--- config.mk ---
export PLATFORM = sky130hd
export DESIGN_NAME = carregador_programa
export DESIGN_NICKNAME = d
export VERILOG_FILES = /design/src/rtl/carregador_programa.sv
export SDC_FILE = /design/constraint.sdc
export NUM_CORES = 1
export LEC_CHECK = 0
export BUFFER_PORTS_ARGS = -buffer_cell sky130_fd_sc_hd__buf_2
export CAP_MARGIN = 15
export CORE_MARGIN = 4
export CORE_UTILIZATION = 56
export CTS_BUF_LIST = sky130_fd_sc_hd__clkbuf_8
export CTS_CLUSTER_SIZE = 10
export DETAILED_ROUTE_END_ITERATION = 7
export GPL_ROUTABILITY_DRIVEN = 0
export MAX_ROUTING_LAYER = met4
export PLACE_DENSITY_LB_ADDON = 0.08
export SYNTH_ARGS = -nofsm -noshare
export SYNTH_HDL_FRONTEND = slang
export SYNTH_SLANG_ARGS = --single-unit
export TNS_END_PERCENT = 5
--- constraint.sdc ---
create_clock -name clock -period 1.6 [get_ports clock]
set_clock_uncertainty 0.1 [all_clocks]
set_input_delay 0.16 -clock clock [delete_from_list [all_inputs] [get_ports clock]]
set_output_delay 0.16 -clock clock [all_outputs]
set_load 0.02 [all_outputs]
--- src/rtl/carregador_programa.sv ---
// rtl/carregador_programa.sv - program loader and 16-word instruction memory for the 4-bit CPU
module carregador_programa #(
  parameter int DEPTH  = 16,
  parameter int ADDR_W = 4,
  parameter int WIDTH  = 4
) (
  input  logic              clock,
  input  logic              reset,
  input  logic              load_start,
  input  logic              wr_valid,
  input  logic [WIDTH-1:0]  wr_data,
  output logic              wr_ready,
  input  logic              end_load,
  input  logic [ADDR_W-1:0] addr,
  output logic [WIDTH-1:0]  data_out,
  output logic              cpu_run,
  output logic [ADDR_W:0]   words_loaded,
  output logic [1:0]        state
);

  typedef enum logic [1:0] {
    IDLE = 2'd0,
    LOAD = 2'd1,
    RUN  = 2'd2
  } st_t;

  st_t               st;
  logic [ADDR_W-1:0] ptr;
  logic [ADDR_W:0]   cnt;
  logic [WIDTH-1:0]  mem [DEPTH];

  always_ff @(posedge clock) begin
    if (reset) begin
      st  <= IDLE;
      ptr <= '0;
      cnt <= '0;
      for (int i = 0; i < DEPTH; i++) mem[i] <= '0;
    end else if (load_start) begin
      // a restart discards any word presented in the same cycle
      st  <= LOAD;
      ptr <= '0;
      cnt <= '0;
      for (int i = 0; i < DEPTH; i++) mem[i] <= '0;
    end else begin
      case (st)
        IDLE: st <= IDLE;
        LOAD: begin
          if (wr_valid) begin
            mem[ptr] <= wr_data;
            ptr      <= ptr + 1'b1;
            cnt      <= cnt + 1'b1;
            if (cnt == (ADDR_W+1)'(DEPTH - 1)) st <= RUN;
          end
          if (end_load) st <= RUN;
        end
        RUN:     st <= RUN;
        default: st <= IDLE;
      endcase
    end
  end

  assign wr_ready     = (st == LOAD);
  assign cpu_run      = (st == RUN);
  assign data_out     = (st == RUN) ? mem[addr] : '0;
  assign words_loaded = cnt;
  assign state        = st;

endmodule

==> results of run 1 <==
==> power groups by stage <==
stage	clock, mW	sequential [mW]	combinational, mW
2_1_floorplan	0	2.25	0.197
3_3_place_gp	0	2.26	0.338
3_5_place_dp	0	2.26	0.347
4_1_cts	1.42	2.22	0.371
5_1_grt	1.49	2.22	0.416
6_report	1.39	2.22	0.385
==> cell type report <==
| cell class | count | area, sq um |
|---|---|---|
| Sequential cell | 75 | 2150 |
| Fill cell | 419 | 1680 |
| Multi-Input combinational cell | 200 | 1670 |
| Timing Repair Buffer | 74 | 563 |
| Clock buffer | 9 | 124 |
| Tap cell | 77 | 96.3 |
| Clock inverter | 7 | 68.8 |
| Inverter | 8 | 30.0 |
==> repair_timing <==
| action | CTS | global route |
|---|---|---|
| pin swaps | 10 | 6 |
| endpoints found under the setup margin | 85 | 120 |
| hold buffers | 2 | 0 |
| endpoints found under the hold margin | 1 | 0 |
| buffers inserted | 0 | 4 |
| gates resized for setup | 25 | 23 |
==> sequential cells by signal (all words and copies together) (netlist names) <==
| name | count |
|---|---|
| words_loaded | 5 |
| state | 2 |
| mem | 64 |
| ptr | 4 |
==> routing by layer <==
metal / track usage (%) / wire length [microns] / up-vias
met3: 4.24 / 360 / 19
met2: 35.0 / 3870 / 55
li1: - / - / 1199
met1: 28.8 / 3540 / 1205
met5: - / 0 / -
met4: 11.1 / 233 / 0
==> through the flow <==
| stage | util [%] | std cells |
|---|---|---|
| floorplan | - | 297 |
| global placement | 67.6 | 428 |
| detailed placement | 67.6 | 428 |
| CTS | 72.2 | 446 |
| global route | 73.6 | 450 |
| finish | 73.6 | 450 |
==> cell families (layout without fill, tap and decap cells) <==
group	Yosys count	after routing
DFF	75	75
and+or+nand+nor	133	133
xor gates and xnor gates	6	6
adders and majority gates	8	8
AOI/OAI and AO/OA	25	25
buffers and inverters	22	98
muxes	28	28
==> synth_stat cells, types with 3 or more instances <==
| cell | number |
|---|---|
| and2_1 | 64 |
| edfxtp_1 | 64 |
| nor2_1 | 27 |
| mux2i_1 | 20 |
| o21ai_0 | 13 |
| dfxtp_1 | 11 |
| nand2_1 | 11 |
| clkbuf_1 | 8 |
| ha_1 | 8 |
| inv_1 | 8 |
| nand4_1 | 7 |
| nand2b_1 | 6 |
| mux4_1 | 5 |
| nand3_1 | 4 |
| nor2b_1 | 4 |
| xor2_1 | 4 |
| a211oi_1 | 3 |
| a22oi_1 | 3 |
| mux4_2 | 3 |
| nor3_1 | 3 |
| o21ai_1 | 3 |
==> worst paths after layout <==
kind	startpoint	endpoint	depth (start not counted)
worst min-delay path	end_load	state[1]	4
worst min register to register	words_loaded[4]	words_loaded[4]	2
worst max-delay path	mem[3][0]	data_out[0]	5
worst max register to register	state[1]	mem[4][0]	7
==> worst min-delay path, delay by kind of cell <==
kind	cells	cell delay, ns
buffers and inverters	1	0.09
and+or+nand+nor	1	0.14
AOI/OAI and AO/OA	2	0.09
==> impl_metrics.json, run 1 <==
{
  "rsz0062_at_grt": "true",
  "vias": 2478,
  "vdd_drop_max_v": 0.000605,
  "cts_buffers": 9,
  "p_seq_share_pct": 55.5,
  "syn_area_per_cell_sq_um": 12.4,
  "synth-main-ff-cell": "edfxtp_1",
  "fmax_ghz": 0.513,
  "drt_iter0_markers": 151,
  "critical_path_class": "flop to primary output",
  "dpl_cell_area_sq_um": 4320,
  "cap_violations": 0,
  "syn_nets": 318,
  "muxShareOfSynthArea_pct": 10.8,
  "drc": 0,
  "antenna_found_initial": 0,
  "grt-ovfl-total": 0,
  "drt-vias-per-instance": 5.51,
  "status": "complete, but fails checks",
  "num_antenna_cells": 0,
  "violations": "negative setup slack",
  "slew_viol_final": 0,
  "synthSimpleGateAreaFrac_pct": 20.1,
  "drt-total-wl_mm": 8.00,
  "clkTransAtPathRegs_ns": 0.07,
  "switching_share_pct": 23.0,
  "fin_tns_setup_ns": -2.99,
  "die_x_microns": 89.2,
  "final_common_cell": "edfxtp_1",
  "fin_crit_ns": 1.95,
  "yosys.area.top_type": "edfxtp_1",
  "grt_pass1_wl_mm": 12.7,
  "cts-root-buf": "clkbuf_8",
  "ant_nets": 0,
  "combPwrFrac_pct": 9.6,
  "synth-compound-area-share_pct": 4.00,
  "clock-sinks": 75,
  "grt_max_degree": 17,
  "synth_top_cell_area_share_pct": 52.1,
  "synthArstFlopShare_pct": 0,
  "layout-drive-gt1-share_pct": 37.8,
  "synth_cell_types": 34,
  "final_area_sq_um": 4700,
  "syn_to_final_growth_pct": 27.4,
  "r2r_slack_ns": -0.07,
  "synth-edff-count": 64,
  "hold_path.class": "input port to flop",
  "synth_top_family_by_area": "simple AND/OR/NAND/NOR gates",
  "worst_path_largest_cell_delay_ns": 0.50,
  "io_pins": 26,
  "netlist_area_sq_um": 3690,
  "syn_inst": 297,
  "yosysSeqAreaShare_pct": 58.0,
  "dr.pass1.iters": 4,
  "path_buf_inv": 1,
  "cts_tree": "yes",
  "tightest_slew_ns": 0.497,
  "yosys-top-cells-area": "edfxtp_1 52%, and2_1 11%, dfxtp_1 6.0%",
  "portBuffers": 25,
  "ys_warn_count": 0,
  "p_per_area_nw_per_um2": 850,
  "switching_power_mw": 0.920,
  "critical_path_peak_fanout": 1,
  "wl_per_cell_microns": 17.8,
  "leakage_nw": 1.85,
  "cpLargestDelayFamily": "multiplexers",
  "synth_xor_area_share_pct": 1.42,
  "rows": 29,
  "htreeDepth": 3,
  "fin_total_pwr_mw": 4.00,
  "finalCritPeriodShare_pct": 122,
  "initial_core_util_pct": 57.8,
  "die_y_microns": 89.2,
  "slew_headroom_pct": 66.8,
  "grt_usage_pct": 22.7,
  "final_cell_mix": "64 x edfxtp_1, 63 x and2_1, 40 x buf_4",
  "start_kind": "flop",
  "slowest_stage": "mux4_2",
  "cts.path.max_buffers": 2,
  "dp_hpwl_mm": 5.78,
  "setup_viol": 41,
  "worst_slack_ns": -0.351,
  "hold_viol": 0,
  "cp-end-kind": "primary output",
  "required_ns": 1.34,
  "pre_cts_ws_ns": -0.167,
  "worstSkewPairLatency_ns": 0.33,
  "fp.coreArea_sq_um": 6390,
  "die_area_sq_um": 7950,
  "first_global_vias": 2521,
  "p_int_mw": 3.08,
  "synthAdderAreaFrac_pct": 2.71,
  "critPathArrivalTime_ns": 1.69,
  "holdWs_ns": 0.0807,
  "p_clk_share_pct": 34.9,
  "cp_cell_sequence": "mux4_2 -> a2bb2oi_2 -> nand4_1 -> o21ai_1 -> buf_2",
  "synth_seq_cells": 75,
  "nNetsFinal": 389
}
Power figures use the tool's default switching activity.
==> inputs of run 2 (changes only) <==
- CORE_UTILIZATION: 56 -> 60
- clock period: 1.6 -> 1.85 ns (I/O delays scaled with it)
==> run 2 against run 1 <==
  * The run still ends with negative setup slack left
  * Largest cell class unchanged
  * Register-to-register slack better by 0.17 ns
  * First-iteration DRC count grew 82%
  * Die area decreased by 6.1%
  * Cell count fell by 6.0%
==> impl_metrics.json, run 2 (synthesized netlist as in run 1, its figures left out) <==
{
  "vdd_drop_max_v": 0.000476,
  "cts-root-buf": "clkbuf_8",
  "clkTransAtPathRegs_ns": 0.07,
  "vias": 2350,
  "slowest_stage": "mux4_2",
  "dpl_cell_area_sq_um": 4050,
  "grt_usage_pct": 22.8,
  "cp_cell_sequence": "mux4_2 -> mux2i_1 -> o21ai_1 -> buf_4",
  "fin_crit_ns": 1.97,
  "start_kind": "flop",
  "drt-total-wl_mm": 7.56,
  "largest_reg_flops": 64,
  "hold_path.class": "input port to flop",
  "ant_nets": 0,
  "setup_viol": 4,
  "fp.coreArea_sq_um": 5960,
  "required_ns": 1.56,
  "final_core_util_pct": 72.4,
  "worst_path_largest_cell_delay_ns": 0.50,
  "critPathArrivalTime_ns": 1.69,
  "violations": "negative setup slack",
  "wl_met3_microns": 303,
  "tightest_slew_ns": 0.409,
  "fmax_ghz": 0.507,
  "wl_per_cell_microns": 17.9,
  "slew_viol_final": 0,
  "io_pins": 26,
  "hp-start": "end_load",
  "grt-ovfl-total": 0,
  "rows": 28,
  "clock-sinks": 75,
  "num_antenna_cells": 0,
  "final_cell_mix": "64 x and2_1, 64 x edfxtp_1, 27 x nor2_1",
  "drt-vias-per-instance": 5.56,
  "grt_pass1_wl_mm": 12.2,
  "die_y_microns": 86.4,
  "portBuffers": 25,
  "critical_path_peak_fanout": 1,
  "syn_to_final_growth_pct": 16.8,
  "dr_wl_met2_mm": 3.69,
  "cp-startpoint": "mem[14][1]",
  "rr_startpoint": "state[1]",
  "regMostFlops": "mem",
  "dr.pass1.iters": 4,
  "cts_buffers": 9,
  "cts.path.max_buffers": 2,
  "final_area_sq_um": 4310,
  "hold_viol": 0,
  "drt_iter0_markers": 275,
  "worst_slack_ns": -0.121,
  "slew_headroom_pct": 72.7,
  "leakage_nw": 1.73,
  "drc": 0,
  "die_area_sq_um": 7470,
  "grt_max_degree": 17,
  "initial_core_util_pct": 62.0,
  "antenna_found_initial": 0,
  "cp-end-kind": "primary output",
  "p_per_area_nw_per_um2": 844,
  "worstSkewPairLatency_ns": 0.34,
  "first_global_vias": 2321,
  "drt-met1-wl_mm": 3.46,
  "layout-drive-gt1-share_pct": 25.0,
  "htreeDepth": 3,
  "finalCritPeriodShare_pct": 107,
  "nNetsFinal": 365,
  "status": "complete, but fails checks",
  "dp_hpwl_mm": 5.24,
  "cts_tree": "yes",
  "die_x_microns": 86.4,
  "rsz0062_at_grt": "true",
  "cap_violations": 0,
  "highest_layer": "met4",
  "critical_path_class": "flop to primary output"
}
[run 2: cell types whose count changed in the layout (fill, tap and decap cells not counted), sizes merged]
cell and delta:
bufinv +2, clkinv -3, buf -24
[run 2: repair_timing]
item,CTS,global route
endpoints found under the setup margin,4,25
setup buffers,0,0
resized for setup,5,8
pin swaps,1,0
hold buffers,2,0
endpoints found under the hold margin,1,0
[run 2: worst max-delay path, delay by kind of cell (launching register included)]
family	cells	cell delay (ns)
buffers and inverters	1	0.16
DFF	1	0.41
AOI/OAI and AO/OA	1	0.09
muxes	2	0.69
[run 2: per-layer routing]
metal / up-vias / track usage (%)
li1: 1152 / -
met1: 1135 / 30.8
met2: 54 / 34.7
met3: 9 / 3.52
met4: 0 / 9.49
met5: - / -
[run 2: final timing paths]
kind	to	slack, ns	cells past startpoint
worst max-delay path	data_out[1]	-0.12	4
worst min-delay path	state[1]	0.12	4
worst max register to register	mem[14][0]	0.10	7
worst min register to register	words_loaded[4]	0.42	2
[run 2: area by class of cell]
cell class | count | area [sq um]
sequential | 75 | 2140
fill | 429 | 1640
multi-input combinational | 200 | 1500
timing repair buffer | 50 | 320
clock buffer | 9 | 124
clock inverter | 6 | 105
tap | 75 | 93.8
inverter | 8 | 30.0
[run 2: report_power, final]
part	switching (mW)	total (mW)	internal, mW
Combinational	0.157	0.270	0.113
Sequential	0.0254	1.92	1.89
Clock	0.573	1.45	0.879
[run 2: through the flow]
stage	setup WS (ns)	cells	total power, mW	hold WS, ns	TNS, ns
floorplan	-0.0104	297	2.11	0.150	-0.0726
global placement	0.0604	406	2.21	0.272	0
detailed placement	0.0230	406	2.22	0.275	0
CTS	-0.158	423	3.65	0.115	-0.457
global route	-0.180	423	3.75	0.120	-0.643
finish	-0.121	423	3.64	0.124	-0.359
==> inputs of run 3 (changes only) <==
- PLACE_DENSITY: unset -> 0.79
- PLACE_DENSITY_LB_ADDON: 0.08 -> unset
==> run 3 against run 2 <==
  * The run still ends with negative setup slack left
  * Clock power down 9.7%
  * Design area increased by 0.46%
  * Setup slack lost 0.063 ns
  * Largest power group unchanged
  * Sequential power is essentially flat
==> impl_metrics.json, run 3 (synthesized netlist as in run 1, its figures left out) <==
{
  "grt_max_degree": 17,
  "ant_nets": 0,
  "grt-ovfl-total": 0,
  "rr_startpoint": "state[1]",
  "hp-start": "end_load",
  "drc": 0,
  "drt-total-wl_mm": 7.56,
  "cp_num_cells": 5,
  "setup_viol": 4,
  "cts_tree": "yes",
  "status": "complete, but fails checks",
  "worst_path_largest_cell_delay_ns": 0.51,
  "path_buf_inv": 1,
  "critical_path_class": "flop to primary output",
  "ff2ff_path_depth": 6,
  "fp.coreArea_sq_um": 5960,
  "cts_setup_buffers": 0,
  "fin_total_pwr_mw": 3.51,
  "dr.pass1.iters": 4,
  "worstSkewPairLatency_ns": 0.35,
  "vdd_drop_max_v": 0.000661,
  "drt-vias-per-instance": 5.59,
  "fmax_ghz": 0.492,
  "nNetsFinal": 365,
  "tightest_slew_ns": 0.362,
  "violations": "negative setup slack",
  "die_y_microns": 86.4,
  "finalCritPeriodShare_pct": 110,
  "io_pins": 26,
  "slew_headroom_pct": 75.7,
  "cts-root-buf": "clkbuf_8",
  "grt_pass1_wl_mm": 12.3,
  "cp-startpoint": "mem[2][0]",
  "drt_iter0_markers": 175,
  "cpLargestDelayFamily": "multiplexers",
  "portBuffers": 25,
  "clkTransAtPathRegs_ns": 0.08,
  "required_ns": 1.56,
  "holdWs_ns": 0.0701,
  "p_per_area_nw_per_um2": 811,
  "cap_violations": 0,
  "die_x_microns": 86.4,
  "hold_viol": 0,
  "final_cell_mix": "64 x and2_1, 64 x edfxtp_1, 27 x nor2_1",
  "syn_to_final_growth_pct": 17.4,
  "critPathArrivalTime_ns": 1.75,
  "critical_path_peak_fanout": 1,
  "rsz0062_at_grt": "true",
  "critical_path.endpoint": "data_out[0]",
  "slew_viol_final": 0,
  "regMostFlops": "mem",
  "grt_usage_pct": 23.2,
  "final_core_util_pct": 72.7,
  "slowest_stage": "mux4_2",
  "worst_slack_ns": -0.184,
  "r2r_end": "mem[1][1]",
  "cp_cell_sequence": "mux4_2 -> a2bb2oi_1 -> nand4_1 -> o21ai_1 -> buf_2",
  "fin_crit_ns": 2.03,
  "num_antenna_cells": 0,
  "rows": 28,
  "leakage_nw": 1.75,
  "r2r_slack_ns": 0.09,
  "clock-sinks": 75,
  "largest_reg_flops": 64,
  "hold_path.class": "input port to flop",
  "start_kind": "flop",
  "die_area_sq_um": 7470,
  "wl_per_cell_microns": 17.8,
  "dp_hpwl_mm": 5.31,
  "htreeDepth": 3,
  "cp-end-kind": "primary output",
  "layout-drive-gt1-share_pct": 25.5,
  "vias": 2370,
  "cts_buffers": 9,
  "initial_core_util_pct": 62.0,
  "antenna_found_initial": 0,
  "cts.path.max_buffers": 2,
  "first_global_vias": 2430,
  "pre_cts_ws_ns": -0.0537
}
run 3: cell types whose count changed in the layout (fill, tap and decap cells not counted), moves of 2 or more:
cell       before  now
buf_4          24   21
clkbuf_8        9   12
o21ai_1         9   12
bufinv_16       3    1
clkinv_1        2    0
clkinv_2        0    2
mux4_1          1    3
mux4_2          7    5
o21ai_0         6    4
run 3: worst min-delay path by stage:
| stage | endpoint | slack (ns) | depth (start not counted) |
|---|---|---|---|
| finish | state[1] | 0.07 | 4 |
| detailed placement | state[0] | 0.27 | 2 |
| global placement | state[0] | 0.26 | 2 |
| CTS | state[1] | 0.05 | 4 |
| floorplan | state[0] | 0.15 | 1 |
| global route | state[1] | 0.07 | 4 |
run 3: timing repair:
action,CTS,global route
hold buffers,2,0
gates resized for setup,6,10
endpoints found under the setup margin,20,44
hold endpoints to repair,1,0
run 3: final cells by class:
cell class | instances | area [sq um]
sequential | 75 | 2140
tap | 75 | 93.8
clock inverter | 4 | 47.5
timing repair buffer | 50 | 334
inverter | 8 | 30.0
clock buffer | 12 | 165
multi-input combinational | 200 | 1520
fill | 416 | 1620
run 3: worst register-to-register path, stage by stage (launching register included):
cell      delay, ns
dfxtp_1        0.31
inv_1          0.10
ha_4           0.15
and2_4         0.19
nand3_2        0.18
nor3_2         0.24
nand2b_4       0.21
run 3: power breakdown:
part	internal [mW]	switching, mW
combinational	0.118	0.163
sequential	1.89	0.0234
clock	0.729	0.586
total	2.74	0.773
run 3: routing by layer:
metal / routed length (microns) / GRT usage, %
met1: 3210 / 29.3
met2: 3850 / 36.1
met3: 363 / 5.70
met5: 0 / -
met4: 136 / 9.49
run 3: stage by stage:
stage               instance area, sq um  TNS, ns  cells
floorplan                           3730  -0.0726    297
global placement                    4060        0    406
detailed placement                  4060   -0.317    406
CTS                                 4300   -0.616    424
global route                        4330    -1.44    424
finish                              4330   -0.569    424
